$ cat config.mk
export PLATFORM = sky130hd
export DESIGN_NAME = ex_hazard_ctrl
export DESIGN_NICKNAME = d
export VERILOG_FILES = /design/src/rtl/ex_hazard_ctrl.sv
export SDC_FILE = /design/constraint.sdc
export NUM_CORES = 1
export LEC_CHECK = 0
export CELL_PAD_IN_SITES_DETAIL_PLACEMENT = 1
export CELL_PAD_IN_SITES_GLOBAL_PLACEMENT = 1
export CORE_MARGIN = 10
export CORE_UTILIZATION = 35
export DETAILED_ROUTE_END_ITERATION = 16
export MAX_ROUTING_LAYER = met4
export PLACE_DENSITY_LB_ADDON = 0.1
export SETUP_SLACK_MARGIN = 0.1
export SLEW_MARGIN = 10
export SYNTH_ARGS = -nofsm -noshare
export SYNTH_HDL_FRONTEND = slang
export SYNTH_SLANG_ARGS = --single-unit
$ cat constraint.sdc
create_clock -name CLK -period 2.8 [get_ports CLK]
set_clock_uncertainty 0.15 [all_clocks]
set_input_delay 0.42 -clock CLK [delete_from_list [all_inputs] [get_ports CLK]]
set_output_delay 0.42 -clock CLK [all_outputs]
set_load 0.01 [all_outputs]
$ cat src/rtl/ex_hazard_ctrl.sv
// EX-stage hazard controller for the RV64 ALU: tracks EX/MEM destination tags,
// raises load-use stalls, selects operand forwarding and counts load-use bubbles.
module ex_hazard_ctrl #(
    parameter int CNT_W = 16
) (
    input  logic             CLK,
    input  logic             RST,
    input  logic             id_valid,
    input  logic [4:0]       id_rs1,
    input  logic [4:0]       id_rs2,
    input  logic             id_use_rs1,
    input  logic             id_use_rs2,
    input  logic [4:0]       id_rd,
    input  logic             id_write_back,
    input  logic             id_load,
    input  logic             mem_busy,
    input  logic             flush,
    output logic             stall,
    output logic             issue,
    output logic [1:0]       fwd_rs1,
    output logic [1:0]       fwd_rs2,
    output logic [CNT_W-1:0] lu_cnt
);

    typedef struct packed {
        logic       valid;
        logic [4:0] rd;
        logic       wb;
        logic       load;
    } tag_t;

    localparam tag_t TAG_BUBBLE = '{valid: 1'b0, rd: 5'd0, wb: 1'b0, load: 1'b0};
    localparam logic [1:0] FWD_RF  = 2'b00;
    localparam logic [1:0] FWD_EX  = 2'b01;
    localparam logic [1:0] FWD_MEM = 2'b10;

    tag_t             ex_q, ex_d;
    tag_t             mem_q, mem_d;
    logic [CNT_W-1:0] lu_cnt_q, lu_cnt_d;

    logic ex_m1_s, ex_m2_s, mem_m1_s, mem_m2_s;
    logic lu_hazard_s;

    // x0 is hard-wired zero, so it can never be a forwarding source.
    function automatic logic tag_match(input tag_t t, input logic [4:0] rs, input logic use_rs);
        return use_rs & (rs != 5'd0) & t.valid & t.wb & (t.rd == rs);
    endfunction

    // EX wins over MEM because it holds the younger value; a load in EX has no data yet.
    function automatic logic [1:0] fwd_sel(input logic ex_m, input logic ex_load,
                                           input logic mem_m, input logic rst);
        logic [1:0] sel;
        if (rst) begin
            sel = FWD_RF;
        end else if (ex_m && !ex_load) begin
            sel = FWD_EX;
        end else if (mem_m) begin
            sel = FWD_MEM;
        end else begin
            sel = FWD_RF;
        end
        return sel;
    endfunction

    // Hazard detection, stall/issue, forwarding select and next-state computation.
    always_comb begin
        ex_m1_s     = tag_match(ex_q, id_rs1, id_use_rs1);
        ex_m2_s     = tag_match(ex_q, id_rs2, id_use_rs2);
        mem_m1_s    = tag_match(mem_q, id_rs1, id_use_rs1);
        mem_m2_s    = tag_match(mem_q, id_rs2, id_use_rs2);
        lu_hazard_s = id_valid & ~flush & ex_q.load & (ex_m1_s | ex_m2_s);

        stall   = RST | mem_busy | lu_hazard_s;
        issue   = id_valid & ~flush & ~stall;
        fwd_rs1 = fwd_sel(ex_m1_s, ex_q.load, mem_m1_s, RST);
        fwd_rs2 = fwd_sel(ex_m2_s, ex_q.load, mem_m2_s, RST);
        lu_cnt  = lu_cnt_q;

        ex_d     = ex_q;
        mem_d    = mem_q;
        lu_cnt_d = lu_cnt_q;
        if (mem_busy) begin
            ex_d     = ex_q;
            mem_d    = mem_q;
            lu_cnt_d = lu_cnt_q;
        end else begin
            mem_d = ex_q;
            if (issue) begin
                ex_d = '{valid: 1'b1, rd: id_rd, wb: id_write_back, load: id_load};
            end else begin
                ex_d = TAG_BUBBLE;
            end
            if (lu_hazard_s && (lu_cnt_q != {CNT_W{1'b1}})) begin
                lu_cnt_d = lu_cnt_q + {{(CNT_W-1){1'b0}}, 1'b1};
            end else begin
                lu_cnt_d = lu_cnt_q;
            end
        end
    end

    // Tag pipeline and bubble counter registers.
    always_ff @(posedge CLK) begin
        if (RST) begin
            ex_q     <= TAG_BUBBLE;
            mem_q    <= TAG_BUBBLE;
            lu_cnt_q <= {CNT_W{1'b0}};
        end else begin
            ex_q     <= ex_d;
            mem_q    <= mem_d;
            lu_cnt_q <= lu_cnt_d;
        end
    end

endmodule
==> summary.txt <==
GRT
  • GRT Residual Overflow: 0
  • Total GRT Usage: 0.162
  • Largest net degree at the start of global routing: 28
  • Met1 GRT Util: 0.170
  • Met2 usage: 0.285
  • Initial antenna violation count: 0
  • Vias in the first global route: roughly 2000
  • Met3 usage: 0.0377
  • Gr busiest metal: met2
  • Global-route wire length before repair: slightly below 10000 um

Final layout
  • Multi-input logic area: ~1000 um2
  • Register area: 621 um2
  • Most common cell after layout, fill and taps aside: buf_4
  • Final antenna diode count: 0
  • Fillers: 510
  • Final Util: 0.560
  • Layout overhead on the synthesized area: 51.7%
  • Most frequent cells in the layout: buf_4, dfxtp_1, clkdlybuf4s50_1, xnor2_1, a21oi_1
  • Final-stage net count: ~280
  • Layout cells sized above 1: 0.254
  • Post-route cell area: 2490 um2

Hold path
  • HP Start: lu_cnt[13]$_SDFFE_PP0P_
  • Hold/Removal Path Class: reg -> reg

Synthesis
  • Synth Instances: 182
  • FF+latch count, synth: 31
  • Most used DFF post-synth: dfxtp_1
  • Post-Syn Area: about 1600 um2
  • Cell variety after synth: 39
  • Sequential fraction of the synthesis area: 0.378
  • Mean post-synth cell area: 9.01 um2
  • Net Count, Synth: ~210
  • Ys Warns: 0
  • Async SR Flop Fraction: 0
  • Number of synthesized flops with an enable pin: 0

Flow run
  • Max cap viols: 0

Worst setup path
  • Worst path slowest cell: or4_4
  • Most used cell, CP: buf_4
  • Slowest stage delay, CP: 0.54 ns
  • Worst Path Max Fanout: 2
  • Critical Path Source: id_rs1[4]
  • Critical path type: in -> out
  • Crit path required time: between 2 and 2.5 ns
  • R2R Path Start: ex_q[2]$_SDFFE_PP0N_
  • Critical Path AT: approximately 2.1 ns
  • Critical path capture point type: output pin
  • CP cell instances: buf_2, or4_4, o21ai_4, buf_4, buf_4, buf_4, buf_4, buf_4, buf_4, buf_4, a2111oi_4, buf_2
  • Startpoint Class: input pin
  • Reg-to-reg slack, setup: around 0.38 ns

STA
  • Final slew viol count: 0
  • Final period utilization: 0.970
  • Fmax: ~370 MHz
  • Fin. Hold Viols: 0
  • Final-report setup violation count: 0
  • Post-layout minimum cycle time: 2.71 ns
  • Worst-Margin Slew: 0.309 ns
  • Worst slew margin: 0.792
  • RSZ-0062 raised after global routing: true

Clock tree
  • H-tree Lvls: 2
  • Clk_lat worst skew: approximately 0.29 ns
  • CTS tree: built
  • Root Driver: clkbuf_8
  • Clock sink total: 31
  • CTS buffer count: 5
  • Worst-path clk slew: roughly 0.070 ns
  • Number of buffers on the longest clock path: 2

Placed design
  • Port buffer count: 45
  • Cell Area, Placed: 2320 um2
  • Dpl hpwl: ~4300 um
  • Final GP Congestion: 0.894

Die
  • Site Rows: 24
  • Initial Util: 0.369
  • Core area: approximately 4400 um2
  • Die Span X: between 80 and 90 um
  • IO Count: between 40 and 50
  • Die Span Y: a little under 90 um
  • DIE AREA: just under 8000 um2

Routing
  • ANT nets after route: 0
  • Routed WL: 5810 um
  • Via count: ~1700
  • # DRC: 0
  • Drt wl/cell: around 19 um
  • Iteration-0 DRC Markers: 46
  • DRT Pass-1 Iters: 4
  • Vias per cell: 5.54

Pwr
  • Worst vdd ir: roughly 0.30 mV
  • PwrDens: 388 nW/um2
  • P_leak: roughly 0.89 nW

Run status
  • Status: complete, no violations
synthesized netlist by cell type, types with 7 or more instances:
cell type / count / area share
a21oi_1: 13 / 0.040
a22o_1: 7 / 0.037
clkbuf_1: 7 / 0.016
dfxtp_1: 31 / 0.38
mux2i_1: 7 / 0.043
nand2_1: 7 / 0.016
nand3_1: 7 / 0.021
nand4_1: 9 / 0.034
nor2_1: 11 / 0.025
o21ai_0: 7 / 0.021
or4_1: 7 / 0.032
xnor2_1: 18 / 0.096
registers in the layout, summed over array words and instances (netlist names):
name	cells
lu_cnt	16
ex_q	8
mem_q	7
metrics by stage:
| stage | hold slack [ns] | std cells | TNS [ns] | power, mW | setup WS [ns] |
|---|---|---|---|---|---|
| 3_3_place_gp | 0.326 | 295 | -3.61 | 0.569 | -0.632 |
| 5_1_grt | 0.373 | 312 | 0 | 1.00 | 0.0293 |
| 6_report | 0.349 | 312 | 0 | 0.966 | 0.0853 |
| 4_1_cts | 0.356 | 312 | 0 | 0.970 | 0.105 |
| 2_1_floorplan | 0.332 | 182 | 0 | 0.502 | 0.217 |
| 3_5_place_dp | 0.347 | 295 | -5.11 | 0.572 | -0.694 |
report_power, final:
part / switching, mW / total [mW] / internal [mW]
combinational: 0.0520 / 0.120 / 0.0684
sequential: 0.00591 / 0.451 / 0.445
clock: 0.170 / 0.394 / 0.224
total: 0.228 / 0.966 / 0.738
final cells by class:
| cell class | count | share of cell area |
|---|---|---|
| Multi-Input combinational cell | 141 | 0.417 |
| Timing Repair Buffer | 78 | 0.264 |
| Sequential cell | 31 | 0.249 |
| Clock buffer | 8 | 0.0402 |
| Tap cell | 52 | 0.0261 |
| Inverter | 2 | 0.00302 |
what timing repair did:
| action | CTS | global route |
|---|---|---|
| hold buffers | 0 | 0 |
| setup endpoints to repair | 6 | 6 |
| pin swaps | 8 | 0 |
| resized for setup | 54 | 8 |
| buffers inserted | 9 | 0 |
path summary, 6_finish.rpt:
path	to	cells after the start
setup / recovery	fwd_rs1[1]	12
hold / removal	lu_cnt[13]$_SDFFE_PP0P_	2
setup reg to reg	lu_cnt[9]$_SDFFE_PP0P_	9
hold reg to reg	lu_cnt[13]$_SDFFE_PP0P_	2
metal layers:
layer  wire length, um  vias to the layer above
met5                 0                        -
met3               214                       12
met2              3060                       42
met4               140                        0
li1                  -                      838
met1              2400                      837
worst max-delay path: cells and delay by family:
family	cells	cell delay, ns
buffers and inverters	9	0.98
and+or+nand+nor	1	0.54
AOI/OAI and AO/OA	2	0.21
cells by family (layout without fill, tap and decap cells):
| kind of cell | count (synthesis) | count (layout) | synth area share |
|---|---|---|---|
| and+or+nand+nor | 66 | 66 | 0.234 |
| AOI/OAI and AO/OA | 45 | 45 | 0.197 |
| DFF | 31 | 31 | 0.378 |
| xor gates and xnor gates | 22 | 22 | 0.117 |
| buffers and inverters | 10 | 88 | 0.0229 |
| muxes | 7 | 7 | 0.0427 |
| adders and majority gates | 1 | 1 | 0.00763 |
No activity file was read; power rests on OpenSTA's default activity.
==> variant 1 (config.mk and constraints unchanged) <==
Set the parameter `CNT_W` to 24 (it was 16).
--- a/src/rtl/ex_hazard_ctrl.sv
+++ b/src/rtl/ex_hazard_ctrl.sv
@@ -2,5 +2,5 @@
 // raises load-use stalls, selects operand forwarding and counts load-use bubbles.
 module ex_hazard_ctrl #(
-    parameter int CNT_W = 16
+    parameter int CNT_W = 24
 ) (
     input  logic             CLK,
Interface: changed (resized lu_cnt); port bits go from 46 to 54. The function was not compared with the original's and may differ.
==> variant 1 against the original RTL <==
  * Global-route usage fell by 1.8 points
  * First-iteration DRC count fell by 15%
  * Synthesized area rose by 44%
  * Cell count rose by 32%
  * Power rose by 15%
  * Via count rose by 31%
  * Sequential cell count rose by 8
  * Worst setup slack improved by 0.10 ns
  * Routed wire length rose by 25%
  * Register-to-register slack got worse by 0.03 ns
  * Final area rose by 36%
==> variant 1: results (changes against the original RTL) <==
{
  "worst_setup_path": {
    "timing.reg2reg.worst_path_depth": {"value": 7, "change": "was 9"},
    "r2r_end": {"value": "lu_cnt[19]", "change": "was lu_cnt[9]"},
    "worstPathArrival": {"value": 2.04, "unit": "ns", "change": "was 2.14 ns"}
  },
  "global_route": {
    "grt_max_degree": {"value": 29, "change": "was 28"},
    "grt_pass1_vias": {"value": 2260, "change": "was 1,972"}
  },
  "sta": {
    "slew-limit-headroom": {"value": 52.0, "unit": "%", "change": "was 79.2%"}
  },
  "status": {
    "status": {"value": "complete, no violations", "change": "unchanged"}
  },
  "placement": {
    "place_hpwl": {"value": 5410, "unit": "um", "change": "was 4290 um"},
    "post-place-cells": {"value": 402, "change": "was 295"},
    "finalWeightedCongestion": {"value": 0.887, "change": "was 0.894"},
    "placement.io_buffers": {"value": 53, "change": "was 45"}
  },
  "synthesis": {
    "synth.yosys.seq_area_share": {"value": 32.9, "unit": "%", "change": "was 37.8%"},
    "synthTopCellsByCount": {"value": "dfxtp_1 (39), nor2_1 (22), xnor2_1 (15)", "change": "was dfxtp_1 (31), xnor2_1 (18), a21oi_1 (13)"},
    "synth_nets": {"value": 280, "change": "was 207"},
    "synth_area_per_cell": {"value": 9.29, "unit": "um^2", "change": "was 9.01 um^2"},
    "yosys.area.top_type_share": {"value": 32.9, "unit": "%", "change": "was 37.8%"}
  },
  "route": {
    "viasPerCell": {"value": 5.51, "change": "was 5.54"},
    "post_drt_wl_per_cell": {"value": 17.7, "unit": "um", "change": "was 18.6 um"}
  },
  "cells_and_area": {
    "stdcell_count": {"value": 411, "change": "was 312"},
    "largest_reg_flops": {"value": 24, "change": "was 16"},
    "nets": {"value": 359, "change": "was 284"},
    "fillCellCount": {"value": 747, "change": "was 510"}
  },
  "power_and_ir_drop": {
    "power.density_cell_area": {"value": 327, "unit": "nW/um^2", "change": "was 388 nW/um^2"},
    "leakagePower": {"value": 0.00131, "unit": "uW", "change": "was 0.000890 uW"}
  },
  "worst_hold_path": {
    "whs_endpoint": {"value": "lu_cnt[23]", "change": "was lu_cnt[13]"}
  }
}
## variant 1: cells by family after synthesis
| family | share of synthesized area, % |
|---|---|
| DFF | 32.9 |
| muxes | 10.0 |
| and+or+nand+nor | 31.7 |
| AOI/OAI and AO/OA | 12.9 |
| buffers and inverters | 3.80 |
| xor gates and xnor gates | 8.03 |
| adders and majority gates | 0.528 |
## variant 1: power breakdown
group | total (uW) | leakage (uW) | internal, uW | switching [uW]
combinational | 147 | 0.000951 | 83.2 | 63.8
clock | 396 | 0.0000470 | 194 | 203
sequential | 566 | 0.000315 | 558 | 7.07
## variant 1: layout make-up
class / instances / area share, %
Clock buffer: 6 / 2.44
Clock inverter: 1 / 0.148
Multi-Input combinational cell: 202 / 48.0
Sequential cell: 39 / 23.0
Tap cell: 77 / 2.84
Timing Repair Buffer: 86 / 23.5
## variant 1: worst max-delay path by stage
stage / start / to / cells past startpoint / slack, ns
after global routing: id_rs1[0] / fwd_rs1[0] / 6 / 0.1
after global placement: id_rs1[1] / issue / 6 / -0.39
final: id_rs1[0] / fwd_rs1[0] / 6 / 0.19
after floorplan: id_rs1[1] / fwd_rs1[1] / 5 / 0.63
after detailed placement: id_rs1[1] / issue / 6 / -0.39
after CTS: id_rs1[3] / issue / 7 / 0.02
## variant 1: worst max-delay path: stages
cell	delay, ns
clkdlybuf4s50_1	0.46
xnor2_2	0.22
nand4_1	0.14
or3_1	0.41
nor3_2	0.14
clkdlybuf4s15_2	0.25
## variant 1: per-layer routing
layer / vias up / GRT usage [%]
met2: 38 / 22.1
met4: 0 / 4.66
met5: - / -
li1: 1106 / -
met1: 1110 / 18.7
met3: 11 / 2.90
## variant 1: metrics by stage
stage	hold slack (ns)	setup WS, ns
2_1_floorplan	0.314	0.631
3_3_place_gp	0.330	-0.388
3_5_place_dp	0.347	-0.393
4_1_cts	0.360	0.0183
5_1_grt	0.394	0.0957
6_report	0.352	0.187
## variant 1: what timing repair did
action                     4_1_cts  5_1_grt
setup buffers                    2        0
setup endpoints to repair        6       20
gates resized for setup         34       25
gates cloned                     0        0
pin swaps                        5       10
==> variant 2 (same settings) <==
Without the edit above. Make the reset (`RST`) asynchronous in one clocked block.
--- a/src/rtl/ex_hazard_ctrl.sv
+++ b/src/rtl/ex_hazard_ctrl.sv
@@ -100,5 +100,5 @@
 
     // Tag pipeline and bubble counter registers.
-    always_ff @(posedge CLK) begin
+    always_ff @(posedge CLK or posedge RST) begin
         if (RST) begin
             ex_q     <= TAG_BUBBLE;
Formal check against the unedited RTL: differs if RST is asserted again (counterexample within 4 cycles, from zero or initial values and one cycle with RST high); with RST held inactive, the same outputs for 10 cycles.
==> variant 2 against the original RTL <==
  * Synthesized cell count shrank 21%
  * Register-to-register slack got worse by 0.17 ns
  * Die area up 0.35%
  * Final area down 2.7%
  * Worst hold slack improved by 0.010 ns
  * Synthesized area rose by 0.46%
  * Worst setup slack improved by 0.065 ns
  * First-iteration DRC count is 6.5% lower
  * Routed wire length decreased by 15%
  * Power fell by 1.5%
  * Sequential cell count unchanged
==> variant 2: results (changes against the original RTL) <==
{
  "route": {
    "viasPerCell": {"value": 5.24, "change": "was 5.54"},
    "dr_total_vias": {"value": 1394, "change": "was 1,729"},
    "drt_first_iter_violations": {"value": 43, "change": "was 46"}
  },
  "synthesis": {
    "synth_nets": {"value": 169, "change": "was 207"},
    "synth_ff_type": {"value": "dfrtp_1", "change": "was dfxtp_1"},
    "synthTopCellsByCount": {"value": "dfrtp_1 (31), xnor2_1 (30), nand3_1 (10)", "change": "was dfxtp_1 (31), xnor2_1 (18), a21oi_1 (13)"},
    "synth.yosys.seq_area_share": {"value": 47.1, "unit": "%", "change": "was 37.8%"},
    "asyncSetResetFlopFracSynth": {"value": 100, "unit": "%", "change": "was 0%"},
    "yosys.cell_types.count": {"value": 30, "change": "was 39"},
    "synth_area_per_cell": {"value": 11.4, "unit": "um^2", "change": "was 9.01 um^2"}
  },
  "global_route": {
    "grt_max_degree": {"value": 32, "change": "was 28"},
    "global_route_wire_length_before_repair": {"value": 8200, "unit": "um", "change": "was 9760 um"},
    "grt_use_total": {"value": 14.1, "unit": "%", "change": "was 16.2%"},
    "grt_pass1_vias": {"value": 1591, "change": "was 1,972"}
  },
  "worst_setup_path": {
    "setup.reg_to_reg.worst_slack": {"value": 0.21, "unit": "ns", "change": "was 0.38 ns"},
    "worstPathArrival": {"value": 2.08, "unit": "ns", "change": "was 2.14 ns"}
  },
  "placement": {
    "post-place-cells": {"value": 256, "change": "was 295"},
    "place_hpwl": {"value": 3890, "unit": "um", "change": "was 4290 um"},
    "placement.setup.worst_slack": {"value": -0.551, "unit": "ns", "change": "was -0.694 ns"},
    "post_dp_cell_area": {"value": 2300, "unit": "um^2", "change": "was 2320 um^2"}
  },
  "sta": {
    "holdWs": {"value": 0.359, "unit": "ns", "change": "was 0.349 ns"},
    "post-route-period-util": {"value": 94.6, "unit": "%", "change": "was 97.0%"}
  },
  "status": {
    "status": {"value": "complete, no violations", "change": "unchanged"}
  },
  "power_and_ir_drop": {
    "leakagePower": {"value": 0.00103, "unit": "uW", "change": "was 0.000890 uW"}
  },
  "cells_and_area": {
    "post_route_cells_drive_above_1_share": {"value": 28.5, "unit": "%", "change": "was 25.4%"},
    "nets": {"value": 239, "change": "was 284"}
  },
  "clocking": {
    "post_cts_resize_count": {"value": 41, "change": "was 54"},
    "post_cts.repair.setup_buffers": {"value": 2, "change": "was 9"}
  }
}
-- variant 2: cell types whose count changed after synthesis, moves of 7 or more --
cell     delta
dfxtp_1    -31
dfrtp_1    +31
mux2i_1     -7
a21oi_1    -13
nor2_1      -7
mux2_2      +8
xnor2_1    +12
-- variant 2: report_power, final --
part	switching [uW]	internal [uW]	total, uW	leakage [uW]
clock	170	193	363	0.0000470
combinational	50.9	67.9	119	0.000555
sequential	12.4	457	470	0.000429
-- variant 2: logic make-up after synthesis --
kind of cell	count (synthesis)	synth area share (%)
compound gates	15	9.57
xor+xnor	35	18.6
fa+ha+maj	1	0.759
buf+inv	6	1.59
flops	31	47.1
mux	8	5.47
simple gates	48	16.9
-- variant 2: final timing paths --
check                           startpoint    endpoint  depth (start not counted)
worst max-delay path             id_rs2[1]       issue                          7
worst min-delay path            lu_cnt[14]  lu_cnt[14]                          1
worst max register to register   lu_cnt[0]   lu_cnt[1]                          7
worst min register to register  lu_cnt[14]  lu_cnt[14]                          1
max in group asynchronous              RST    mem_q[4]                          3
min in group asynchronous              RST    mem_q[7]                          3
-- variant 2: layout make-up --
class / instances / area [um^2]
clock buffer: 6 / 82.6
clock inverter: 1 / 5.00
fill: 495 / 2020
inverter: 2 / 11.3
multi-input combinational: 107 / 882
sequential: 31 / 776
tap: 52 / 65.1
timing repair buffer: 67 / 599
-- variant 2: critical path, cell delays in order --
cell and delay (ns):
clkdlybuf4s15_1 0.20, or4_4 0.50, o21ai_4 0.15, or3_4 0.17, nand2_4 0.06, a2111oi_4 0.39
buf_2 0.20
-- variant 2: routing by layer --
metal	track usage [%]	share of wire, %	wire (um)
met1	16.0	43	2120
met2	22.2	49	2440
met3	4.23	4.7	231
met4	7.05	3.0	146
met5	-	0	0
